### config.mk
export PLATFORM = sky130hd
export DESIGN_NAME = div_unit
export DESIGN_NICKNAME = d
export VERILOG_FILES = /design/src/rtl/div_unit_pkg.sv /design/src/rtl/div_unit.sv
export SDC_FILE = /design/constraint.sdc
export NUM_CORES = 1
export LEC_CHECK = 0
export ABC_AREA = 0
export ABC_CLOCK_PERIOD_IN_PS = 5000
export BUFFER_PORTS_ARGS = -buffer_cell sky130_fd_sc_hd__clkbuf_2
export CAP_MARGIN = 30
export CORE_ASPECT_RATIO = 1.5
export CORE_MARGIN = 3
export CORE_UTILIZATION = 35
export CTS_BUF_LIST = sky130_fd_sc_hd__clkbuf_2 sky130_fd_sc_hd__clkbuf_4 sky130_fd_sc_hd__clkbuf_8
export DETAILED_ROUTE_END_ITERATION = 10
export MAX_ROUTING_LAYER = met4
export SYNTH_ARGS = -nofsm -noshare
export SYNTH_HDL_FRONTEND = slang
export SYNTH_SLANG_ARGS = --single-unit
### constraint.sdc
create_clock -name clk -period 5 [get_ports clk]
set_input_delay 0.75 -clock clk [delete_from_list [all_inputs] [get_ports clk]]
set_output_delay 0.75 -clock clk [all_outputs]
set_load 0.1 [all_outputs]
### src/rtl/div_unit_pkg.sv
// Shared constants for the divider. EX uses the same constants to drive start_i
// and to gate its stall request on ready_o.
package div_unit_pkg;

    typedef enum logic [1:0] {
        DivFree   = 2'b00,
        DivByZero = 2'b01,
        DivOn     = 2'b10,
        DivEnd    = 2'b11
    } div_state_e;

    localparam logic        DivResultReady    = 1'b1;
    localparam logic        DivResultNotReady = 1'b0;
    localparam logic        DivStart          = 1'b1;
    localparam logic        DivStop           = 1'b0;
    localparam logic [31:0] ZeroWord          = 32'h0000_0000;

endpackage

### src/rtl/div_unit.sv
// Iterative restoring divider for DIV/DIVU. Produces one quotient bit per clock
// and returns {remainder, quotient} for HI/LO.
module div_unit
    import div_unit_pkg::*;
#(
    parameter int DATA_W = 32,
    parameter int CNT_W  = 6
) (
    input  logic                  clk,
    input  logic                  rst,
    input  logic                  signed_div_i,
    input  logic [DATA_W-1:0]     opdata1_i,
    input  logic [DATA_W-1:0]     opdata2_i,
    input  logic                  start_i,
    input  logic                  annul_i,
    output logic [2*DATA_W-1:0]   result_o,
    output logic                  ready_o
);

    div_state_e          state;
    logic [CNT_W-1:0]    cnt;
    logic [DATA_W-1:0]   rem;
    logic [DATA_W-1:0]   quo;
    logic [DATA_W-1:0]   divisor;
    logic                neg_q;
    logic                neg_r;

    logic [DATA_W:0]     shifted;
    logic [DATA_W+1:0]   diff;
    logic                borrow;
    logic [DATA_W-1:0]   rem_nxt;
    logic [DATA_W-1:0]   quo_nxt;
    logic [DATA_W-1:0]   q_fix;
    logic [DATA_W-1:0]   r_fix;
    logic                a_neg;
    logic                b_neg;

    // Trial subtract over one extra bit so the borrow is visible even when the
    // shifted partial remainder needs DATA_W+1 bits.
    always_comb begin
        shifted = {rem, quo[DATA_W-1]};
        diff    = {1'b0, shifted} - {2'b00, divisor};
        borrow  = diff[DATA_W+1];
        rem_nxt = borrow ? shifted[DATA_W-1:0] : diff[DATA_W-1:0];
        quo_nxt = {quo[DATA_W-2:0], ~borrow};
        q_fix   = neg_q ? (~quo + 1'b1) : quo;
        r_fix   = neg_r ? (~rem + 1'b1) : rem;
        a_neg   = signed_div_i & opdata1_i[DATA_W-1];
        b_neg   = signed_div_i & opdata2_i[DATA_W-1];
    end

    always_ff @(posedge clk or negedge rst) begin
        if (!rst) begin
            state    <= DivFree;
            cnt      <= '0;
            rem      <= '0;
            quo      <= '0;
            divisor  <= '0;
            neg_q    <= 1'b0;
            neg_r    <= 1'b0;
            result_o <= '0;
            ready_o  <= DivResultNotReady;
        end else begin
            case (state)
                DivFree: begin
                    if (start_i == DivStart && !annul_i) begin
                        cnt     <= '0;
                        rem     <= '0;
                        quo     <= a_neg ? (~opdata1_i + 1'b1) : opdata1_i;
                        divisor <= b_neg ? (~opdata2_i + 1'b1) : opdata2_i;
                        neg_q   <= a_neg ^ b_neg;
                        neg_r   <= a_neg;
                        state   <= (opdata2_i == '0) ? DivByZero : DivOn;
                    end
                end
                DivByZero: begin
                    result_o <= '0;
                    ready_o  <= DivResultReady;
                    state    <= DivEnd;
                end
                DivOn: begin
                    if (annul_i) begin
                        result_o <= '0;
                        ready_o  <= DivResultNotReady;
                        state    <= DivFree;
                    end else if (cnt == CNT_W'(DATA_W)) begin
                        result_o <= {r_fix, q_fix};
                        ready_o  <= DivResultReady;
                        state    <= DivEnd;
                    end else begin
                        rem <= rem_nxt;
                        quo <= quo_nxt;
                        cnt <= cnt + 1'b1;
                    end
                end
                DivEnd: begin
                    if (start_i == DivStop) begin
                        result_o <= '0;
                        ready_o  <= DivResultNotReady;
                        state    <= DivFree;
                    end
                end
                default: state <= DivFree;
            endcase
        end
    end

endmodule

==> qor.yml, run 1 <==
status:
  status: "finished, final reports clean"
synthesis:
  ys_types: 66
  synth_nets: 1434
  syn_inst: 1326
  syn_area_um2: 11000
  ys_ff_latch: 171
  synth_enable_flop_cells: 0
  synthDominantCellAreaShare: 0.389
  synthTopCellsByArea: "dfrtp_1 39%, o21ai_0 9.1%, xor2_1 7.4%"
  yosysWarningCount: 0
  yosysSeqAreaShare: 0.389
  synth_ff_type: "dfrtp_1"
  async_flop_share: 1.00
  yosysTopAreaCell: "dfrtp_1"
  syn_area_per_cell_um2: 8.29
sta:
  min_period_over_period: 0.697
  hold_ws_ps: 46.3
  setup_viol: 0
  worst_pin_slew_ps: 975
  rsz0062_at_grt: "false"
  slew-limit-headroom: 0.349
  setup-tns-final_ps: 0
  final-hold-violation-count: 0
  fin_crit_ps: 3490
  slew_viol_final: 0
  fmax_mhz: 287
  finClkSkew_ps: 9.22
  worst_slack_ps: 1510
die:
  die_h_um: 223
  start_util: 0.359
  io_pins: 134
  dieWidth_um: 151
  dieArea_um2: 33600
  core-area_um2: 30600
  rows: 78
worst_setup_path:
  path_class: "reg2reg"
  cp_slowest_stage_delay_ps: 580
  cp_slowest_cell: "o21ai_4"
  crit_path_start: "rem[11]"
  worstPathRequired_ps: 5350
  crit_top_cell: "a21oi_1"
  r2r-start: "rem[11]"
  r2r_cells: 10
  cp_cell_sequence: "ha_1 > a21oi_1 > o211ai_1 > a221oi_1 > a21oi_1 > o2111a_1 > o21ai_4 > buf_12 > mux2i_1 > o21ai_0"
  arrival_ps: 3840
  endpoint: "rem[1]"
  crit_family: "compound AO/OA/AOI/OAI gates"
  crit_buf_inv: 1
  worstSetupEndpointType: "register"
  cp.depth: 10
  rr_endpoint: "rem[1]"
  cp-start-kind: "register"
  regToRegSetupSlack_ps: 1510
  path_max_fanout: 26
clock_network:
  cts-htree-levels: 4
  cts_root_buffer: "clkbuf_8"
  insertion_delay_ps: 490
  cts-resized-gates: 0
  clk_pin_slew_worst_paths_ps: 90
  postCtsSetupBuffers: 0
  numCtsBuffers: 17
  cts_sinks: 171
  max-clock-path-buffers: 2
  cts_hold_buf: 0
  cts_tree: "done"
detailed_routing:
  via_per_inst: 5.16
  drc: 0
  first_iter_violations: 471
  ant_nets: 0
  wirelength_um: 29100
  drt_pass1_iterations: 5
  vias: 9501
  wl_per_cell_um: 15.8
global_route:
  grt_pass1_wl_um: 47700
  antenna_found_initial: 1
  overflow: 0
  grt_start_max_net_pins: 103
  first_global_vias: 9447
  grt_usage: 0.183
power_and_ir_drop:
  p_leak_nw: 5.78
  p_per_area_nw_per_um2: 552
  p_total_mw: 6.90
  ir_worst_vdd_v: 0.000165
worst_hold_path:
  holdCritPathClass: "in2async"
placed_design:
  gp_congestion: 0.852
  io_buffers: 133
  hpwl_um: 22100
  pre_cts_slack_ps: 1540
cells_and_area:
  layout.nets: 1535
  drive_above_1_share: 0.143
  area_growth_pct: 13.8
  final_core_util: 0.408
job:
  maxCapViolCount: 0
[cells by family (layout without fill, tap and decap cells)]
family / Yosys count / after routing / synth area share
simple gates: 431 / 431 / 0.180
compound gates: 401 / 401 / 0.212
flops: 171 / 171 / 0.389
xor+xnor: 148 / 148 / 0.118
buf+inv: 121 / 235 / 0.0420
fa+ha+maj: 39 / 39 / 0.0451
mux: 15 / 15 / 0.0138
other cells: 0 / 1 / 0
[through the flow]
stage	cell area [µm²]	cells
floorplan	11000	1326
detailed placement	12100	1807
CTS	12500	1839
global placement	12100	1805
global route	12500	1841
finish	12500	1841
[registers in the layout (all words and copies together), names as in the netlist]
| signal | cells |
|---|---|
| ready_o | 1 |
| neg_q | 1 |
| divisor | 32 |
| rem | 32 |
| neg_r | 1 |
| state | 2 |
| quo | 32 |
| cnt | 6 |
| result_o | 64 |
[layout make-up]
| type | instances | area (µm²) |
|---|---|---|
| fillers | 3173 | 18100 |
| multi-input cells | 1034 | 6300 |
| flip-flops and latches | 171 | 4280 |
| repair buffers | 147 | 835 |
| well taps | 400 | 500 |
| clock buffers | 21 | 283 |
| inverters | 56 | 210 |
| clock inverters | 11 | 95.1 |
| diodes | 1 | 2.50 |
[placed cells by master, fill, tap and decap left out, types with 6 or more instances in the layout]
master,instances
nand2_1,210
xnor2_1,55
nand2b_1,13
a21o_1,9
nand3_1,29
nor2_1,85
o31ai_1,24
a32oi_1,8
inv_1,56
dfrtp_1,171
a21oi_1,93
buf_4,10
nor4_1,12
o21ai_0,199
nor3_1,20
or3_1,14
clkbuf_8,20
mux2i_1,14
o41ai_1,8
xor2_1,93
ha_1,38
clkbuf_2,132
nor4_2,6
a31oi_1,13
nor2b_1,8
[power breakdown]
group | leakage, nW | switching (mW) | internal (mW)
registers | 2.25 | 0.437 | 1.69
logic | 3.33 | 2.47 | 1.35
clock network | 0.191 | 0.511 | 0.434
[cell usage after synthesis, drive strengths merged, types with 3 or more instances]
| cell type | count |
|---|---|
| a211o | 3 |
| mux2i | 14 |
| and2 | 4 |
| o21a | 3 |
| and3 | 3 |
| a21oi | 94 |
| o211ai | 4 |
| or4 | 7 |
| o22ai | 4 |
| nor4 | 18 |
| a32oi | 8 |
| o21bai | 4 |
| clkbuf | 58 |
| nor2b | 9 |
| xnor2 | 55 |
| nand2b | 15 |
| dfrtp | 171 |
| a31oi | 13 |
| ha | 38 |
| buf | 7 |
| o31ai | 26 |
| or3 | 16 |
| o21ai | 203 |
| nor2 | 86 |
| o41ai | 9 |
| nand2 | 210 |
| nor3 | 21 |
| nand3 | 29 |
| xor2 | 93 |
| a211oi | 4 |
| a221oi | 3 |
| a21o | 9 |
| inv | 56 |
| nand4 | 5 |
[how the worst min path moves through the flow]
stage,start,to,slack [ps],cells past startpoint
floorplan,rst,cnt[0],450,0
global placement,result_o[15],result_o[15],460,2
detailed placement,result_o[27],result_o[27],470,2
CTS,rst,divisor[0],380,1
global route,rst,divisor[0],20,1
finish,rst,divisor[0],50,1
[per-layer routing]
layer / vias to the layer above / global-route usage / part of all wire
li1: 4820 / - / -
met1: 4459 / 0.208 / 0.42
met2: 181 / 0.320 / 0.51
met3: 41 / 0.0287 / 0.036
met4: 0 / 0.0700 / 0.032
met5: - / - / 0
Note: power is estimated with default switching activity, not from simulation.
==> run 2: changes to the inputs <==
Settings changed: ABC_CLOCK_PERIOD_IN_PS 5000 to 3400.
Clock period 5 ns to 3.4 ns, I/O delays scaled along.
==> qor.yml, run 2 (synthesis gave the netlist of run 1 again) <==
sta:
  fmax_mhz: 321  # +12%
  setup_viol: 0  # unchanged
  setup-tns-final_ps: 0  # unchanged
  final-hold-violation-count: 1  # +1
  hold_ws_ps: -3.15  # -49.5 ps
  rsz0062_at_grt: "false"
  worst_slack_ps: 280  # -1230 ps
  worst_pin_slew_ps: 999  # +24.1 ps
  fin_crit_ps: 3120  # -366 ps
  min_period_over_period: 0.918  # +0.220
  slew_viol_final: 0  # unchanged
  slew-limit-headroom: 0.333  # -0.0161
  finClkSkew_ps: 11.4  # +2.20 ps
worst_setup_path:
  arrival_ps: 3480  # -360 ps
  worstPathRequired_ps: 3760  # -1590 ps
  r2r-start: "rem[11]"
  crit_path_start: "rem[11]"
  regToRegSetupSlack_ps: 280  # -1230 ps
  worstSetupEndpointType: "register"
  cp_cell_sequence: "ha_1 > a21oi_1 > o211ai_1 > a221oi_1 > a21oi_1 > buf_4 > o2111a_1 > o21ai_4 > buf_12 > mux2i_1 > o21ai_0"
  path_class: "reg2reg"
  path_max_fanout: 30  # +15%
  crit_family: "compound AO/OA/AOI/OAI gates"
  crit_buf_inv: 2  # +1
  rr_endpoint: "rem[5]"
  r2r_cells: 11  # +1
  cp-start-kind: "register"
  cp_slowest_cell: "dfrtp_1"
  crit_top_cell: "a21oi_1"
  cp_slowest_stage_delay_ps: 470  # -110 ps
die:
  die_h_um: 223  # unchanged
  io_pins: 134  # unchanged
  start_util: 0.359  # unchanged
  dieWidth_um: 151  # unchanged
  dieArea_um2: 33600  # unchanged
  core-area_um2: 30600  # unchanged
  rows: 78  # unchanged
power_and_ir_drop:
  seqPwrFrac: 0.295  # -0.013
  swShare: 0.494  # -0.00227
  ir_worst_vdd_v: 0.000323  # +95%
  p_leak_nw: 5.91  # +2.3%
  combPwrFrac: 0.564  # +0.009
  pwr-share-clk: 0.142  # +0.005
  p_switching_mw: 5.16  # +51%
  intPower_mw: 5.29  # +52%
  p_per_area_nw_per_um2: 822  # +49%
global_route:
  antenna_found_initial: 0  # -1
  grt_usage: 0.186  # +0.00373
  grt_start_max_net_pins: 67  # -35%
  overflow: 0  # unchanged
  first_global_vias: 9655  # +2.2%
  grt_pass1_wl_um: 49100  # +2.9%
detailed_routing:
  wirelength_um: 29800  # +2.4%
  drc: 0  # unchanged
  first_iter_violations: 466  # -1.1%
  wl_per_cell_um: 16.0  # +0.95%
  via_per_inst: 5.16  # about the same
  drt_pass1_iterations: 7  # +2
  vias: 9632  # +1.4%
  ant_nets: 0  # unchanged
cells_and_area:
  largest_register: "result_o"
  nFillCells: 3180  # +0.22%
  register_area_um2: 4280  # unchanged
  layout.nets: 1561  # +1.7%
  final_cell_mix: "210 x nand2_1, 199 x o21ai_0, 171 x dfrtp_1"
  multi_input_area_um2: 6300  # unchanged
  largest_reg_flops: 64  # unchanged
  final_area_um2: 12700  # +1.7%
  area_growth_pct: 15.7
  drive_above_1_share: 0.158  # +0.0152
  final_common_cell: "nand2_1"
clock_network:
  cts_root_buffer: "clkbuf_8"
  max-clock-path-buffers: 2  # unchanged
  cts_tree: "done"
  insertion_delay_ps: 500  # about the same
  clk_pin_slew_worst_paths_ps: 90  # about the same
  postCtsSetupBuffers: 0  # unchanged
  cts-htree-levels: 4  # unchanged
  cts_hold_buf: 0  # unchanged
  numCtsBuffers: 17  # unchanged
  cts_sinks: 171  # unchanged
  cts-resized-gates: 0  # unchanged
placed_design:
  gp_congestion: 0.860  # +0.93%
  place_area_um2: 12300  # +1.8%
  io_buffers: 133  # unchanged
  pre_cts_slack_ps: 300  # -1240 ps
  hpwl_um: 22900  # +3.4%
status:
  status: "finished, violations left"
  violations: "hold timing"
worst_hold_path:
  holdCritPathClass: "in2async"
job:
  maxCapViolCount: 0  # unchanged
## run 2: cell type report
class | instances | share of cell area
Tap cell | 400 | 0.0394
Multi-Input combinational cell | 1034 | 0.496
Inverter | 56 | 0.0165
Timing Repair Buffer | 173 | 0.0804
Clock inverter | 13 | 0.0112
Clock buffer | 19 | 0.0201
Sequential cell | 171 | 0.337
Antenna cell | 1 | 0.000197
## run 2: how the worst max path moves through the flow
stage | endpoint | slack [ps] | cells past startpoint
detailed placement | rem[5] | 300 | 10
floorplan | rem[16] | 640 | 10
global route | rem[24] | 80 | 12
global placement | rem[28] | 360 | 10
finish | rem[5] | 280 | 11
CTS | rem[5] | 280 | 11
## run 2: power groups by stage
stage                     Combinational, mW  Sequential, mW  Clock [mW]
final                                  5.89            3.08        1.48
after CTS                              5.92            3.07        1.53
after floorplan                        3.65            3.72           0
after global placement                 5.83            3.09           0
after global routing                   6.54            3.15        1.61
after detailed placement               5.90            3.11           0
## run 2: layer usage
layer  track usage  routed length [µm]
met3        0.0317                 973
met4        0.0565                 604
met2         0.326               15500
met5             -                   0
met1         0.217               12800
## run 2: per-stage QoR
stage	util	total power [mW]	instances
floorplan	-	7.37	1326
global placement	0.401	8.93	1833
detailed placement	0.402	9.01	1834
CTS	0.415	10.5	1866
global route	0.415	11.3	1866
finish	0.415	10.4	1867
==> run 3: changes to the inputs <==
--- a/config.mk
+++ b/config.mk
@@ -15,4 +15,5 @@
 export CTS_BUF_LIST = sky130_fd_sc_hd__clkbuf_2 sky130_fd_sc_hd__clkbuf_4 sky130_fd_sc_hd__clkbuf_8
 export DETAILED_ROUTE_END_ITERATION = 10
+export GPL_ROUTABILITY_DRIVEN = 0
 export MAX_ROUTING_LAYER = met4
 export SYNTH_ARGS = -nofsm -noshare
==> constraint.sdc (replaced) <==
create_clock -name clk -period 3.4 [get_ports clk]
set_input_delay 0.34 -clock clk [delete_from_list [all_inputs] [get_ports clk]]
set_output_delay 0.34 -clock clk [all_outputs]
set_load 0.1 [all_outputs]
==> qor.yml, run 3 (synthesis gave the netlist of run 1 again) <==
sta:
  setup-tns-final_ps: 0  # unchanged
  slew-limit-headroom: 0.355  # +0.0224
  rsz0062_at_grt: "false"
  fmax_mhz: 319  # -0.55%
  final-hold-violation-count: 0  # -1
  slew_viol_final: 0  # unchanged
  worst_slack_ps: 263  # -17.3 ps
  min_period_over_period: 0.923  # +0.00509
  finClkSkew_ps: 15.3  # +3.84 ps
  setup_viol: 0  # unchanged
  fin_crit_ps: 3140  # +17.3 ps
  worst_pin_slew_ps: 967  # -31.5 ps
worst_setup_path:
  arrival_ps: 3540  # +60 ps
  path_class: "reg2reg"
  worstSetupEndpointType: "register"
  path_max_fanout: 6  # -80%
  cp-start-kind: "register"
  worstPathRequired_ps: 3810  # +50 ps
die:
  dieArea_um2: 33600  # unchanged
  core-area_um2: 30600  # unchanged
  dieWidth_um: 151  # unchanged
  start_util: 0.359  # unchanged
  die_h_um: 223  # unchanged
  io_pins: 134  # unchanged
  rows: 78  # unchanged
clock_network:
  cts_sinks: 171  # unchanged
  cts_tree: "done"
  cts_root_buffer: "clkbuf_8"
  max-clock-path-buffers: 2  # unchanged
  clk_pin_slew_worst_paths_ps: 80  # about the same
  numCtsBuffers: 17  # unchanged
  cts-htree-levels: 4  # unchanged
  insertion_delay_ps: 490  # about the same
  postCtsSetupBuffers: 0  # unchanged
cells_and_area:
  largest_reg_flops: 64  # unchanged
  final_cell_mix: "210 x nand2_1, 199 x o21ai_0, 171 x dfrtp_1"
  drive_above_1_share: 0.153  # -0.00568
  layout.nets: 1550  # -0.70%
  nFillCells: 3188  # +0.25%
  area_growth_pct: 15.4
  final_common_cell: "nand2_1"
  largest_register: "result_o"
global_route:
  top_usage_layer: "met2"
  antenna_found_initial: 1  # +1
  grt_pass1_wl_um: 49400  # +0.58%
  grt_start_max_net_pins: 85  # +27%
  grtUsageMet3: 0.0260  # -0.00569
  grtUsageMet1: 0.212  # -0.00519
  first_global_vias: 9748  # +0.96%
  met2_usage: 0.338  # +0.0113
  grt_usage: 0.188  # +0.00156
  overflow: 0  # unchanged
power_and_ir_drop:
  p_total_mw: 10.4  # -0.15%
  p_leak_nw: 5.88  # -0.57%
  ir_worst_vdd_v: 0.000345  # +6.8%
  p_per_area_nw_per_um2: 823  # +0.12%
detailed_routing:
  wirelength_um: 29800  # about the same
  drc: 0  # unchanged
  wl_per_cell_um: 16.1  # +0.46%
  vias: 9632  # unchanged
  first_iter_violations: 394  # -15%
  via_per_inst: 5.19  # +0.54%
  ant_nets: 0  # unchanged
  drt_pass1_iterations: 5  # -2
placed_design:
  hpwl_um: 22700  # -0.82%
  pre_cts_slack_ps: 151  # -149 ps
  io_buffers: 133  # unchanged
status:
  status: "finished, final reports clean"
worst_hold_path:
  holdCritPathClass: "in2reg"
job:
  maxCapViolCount: 0  # unchanged
## run 3: worst paths after layout
path / start / end / cells after the start / slack, ps
max: rem[15] / rem[28] / 10 / 260
min: opdata2_i[1] / divisor[1] / 3 / 140
max reg2reg: rem[15] / rem[28] / 10 / 260
min reg2reg: divisor[16] / divisor[16] / 2 / 480
max in group asynchronous: rst / divisor[7] / 3 / 2190
min in group asynchronous: rst / rem[5] / 2 / 400
## run 3: what timing repair did
item                                   CTS  global route
resized for setup                        0             2
endpoints found under the hold margin   68             0
hold buffers                             1             0
setup endpoints to repair                0             2
## run 3: where the power goes
group          switching, mW  total [mW]  internal [mW]
clock                  0.767        1.59          0.820
combinational           3.70        5.76           2.06
sequential             0.605        3.09           2.48
## run 3: critical path, stage by stage (launching register included)
cell       delay (ps)
dfrtp_1           440
ha_1              410
nand2_1           130
nor4_1            580
o2111ai_2         270
a31oi_1           440
a221oi_2          170
o21ai_0           240
xor2_1            160
mux2i_1            80
o21ai_0           140
## run 3: through the flow
stage	hold WS (ps)	utilization	cell area (µm²)	instances
final	138	0.414	12700	1857
after global routing	109	0.414	12700	1856
after CTS	90.6	0.413	12700	1855
after detailed placement	408	0.399	12200	1822
after global placement	410	0.398	12200	1821
after floorplan	44.4	-	11000	1326
## run 3: metal layers
layer,part of all wire,vias up
met3,0.034,38
met2,0.53,177
li1,-,4869
met5,0,-
met4,0.021,0
met1,0.42,4548
## run 3: final cells by class
class	instances	area (µm²)	share of cell area
Multi-Input combinational cell	1034	6310	0.498
Sequential cell	171	4280	0.338
Timing Repair Buffer	162	942	0.0743
Tap cell	400	500	0.0395
Clock buffer	19	255	0.0201
Inverter	56	210	0.0166
Clock inverter	13	174	0.0137
Antenna cell	2	5.00	0.000395
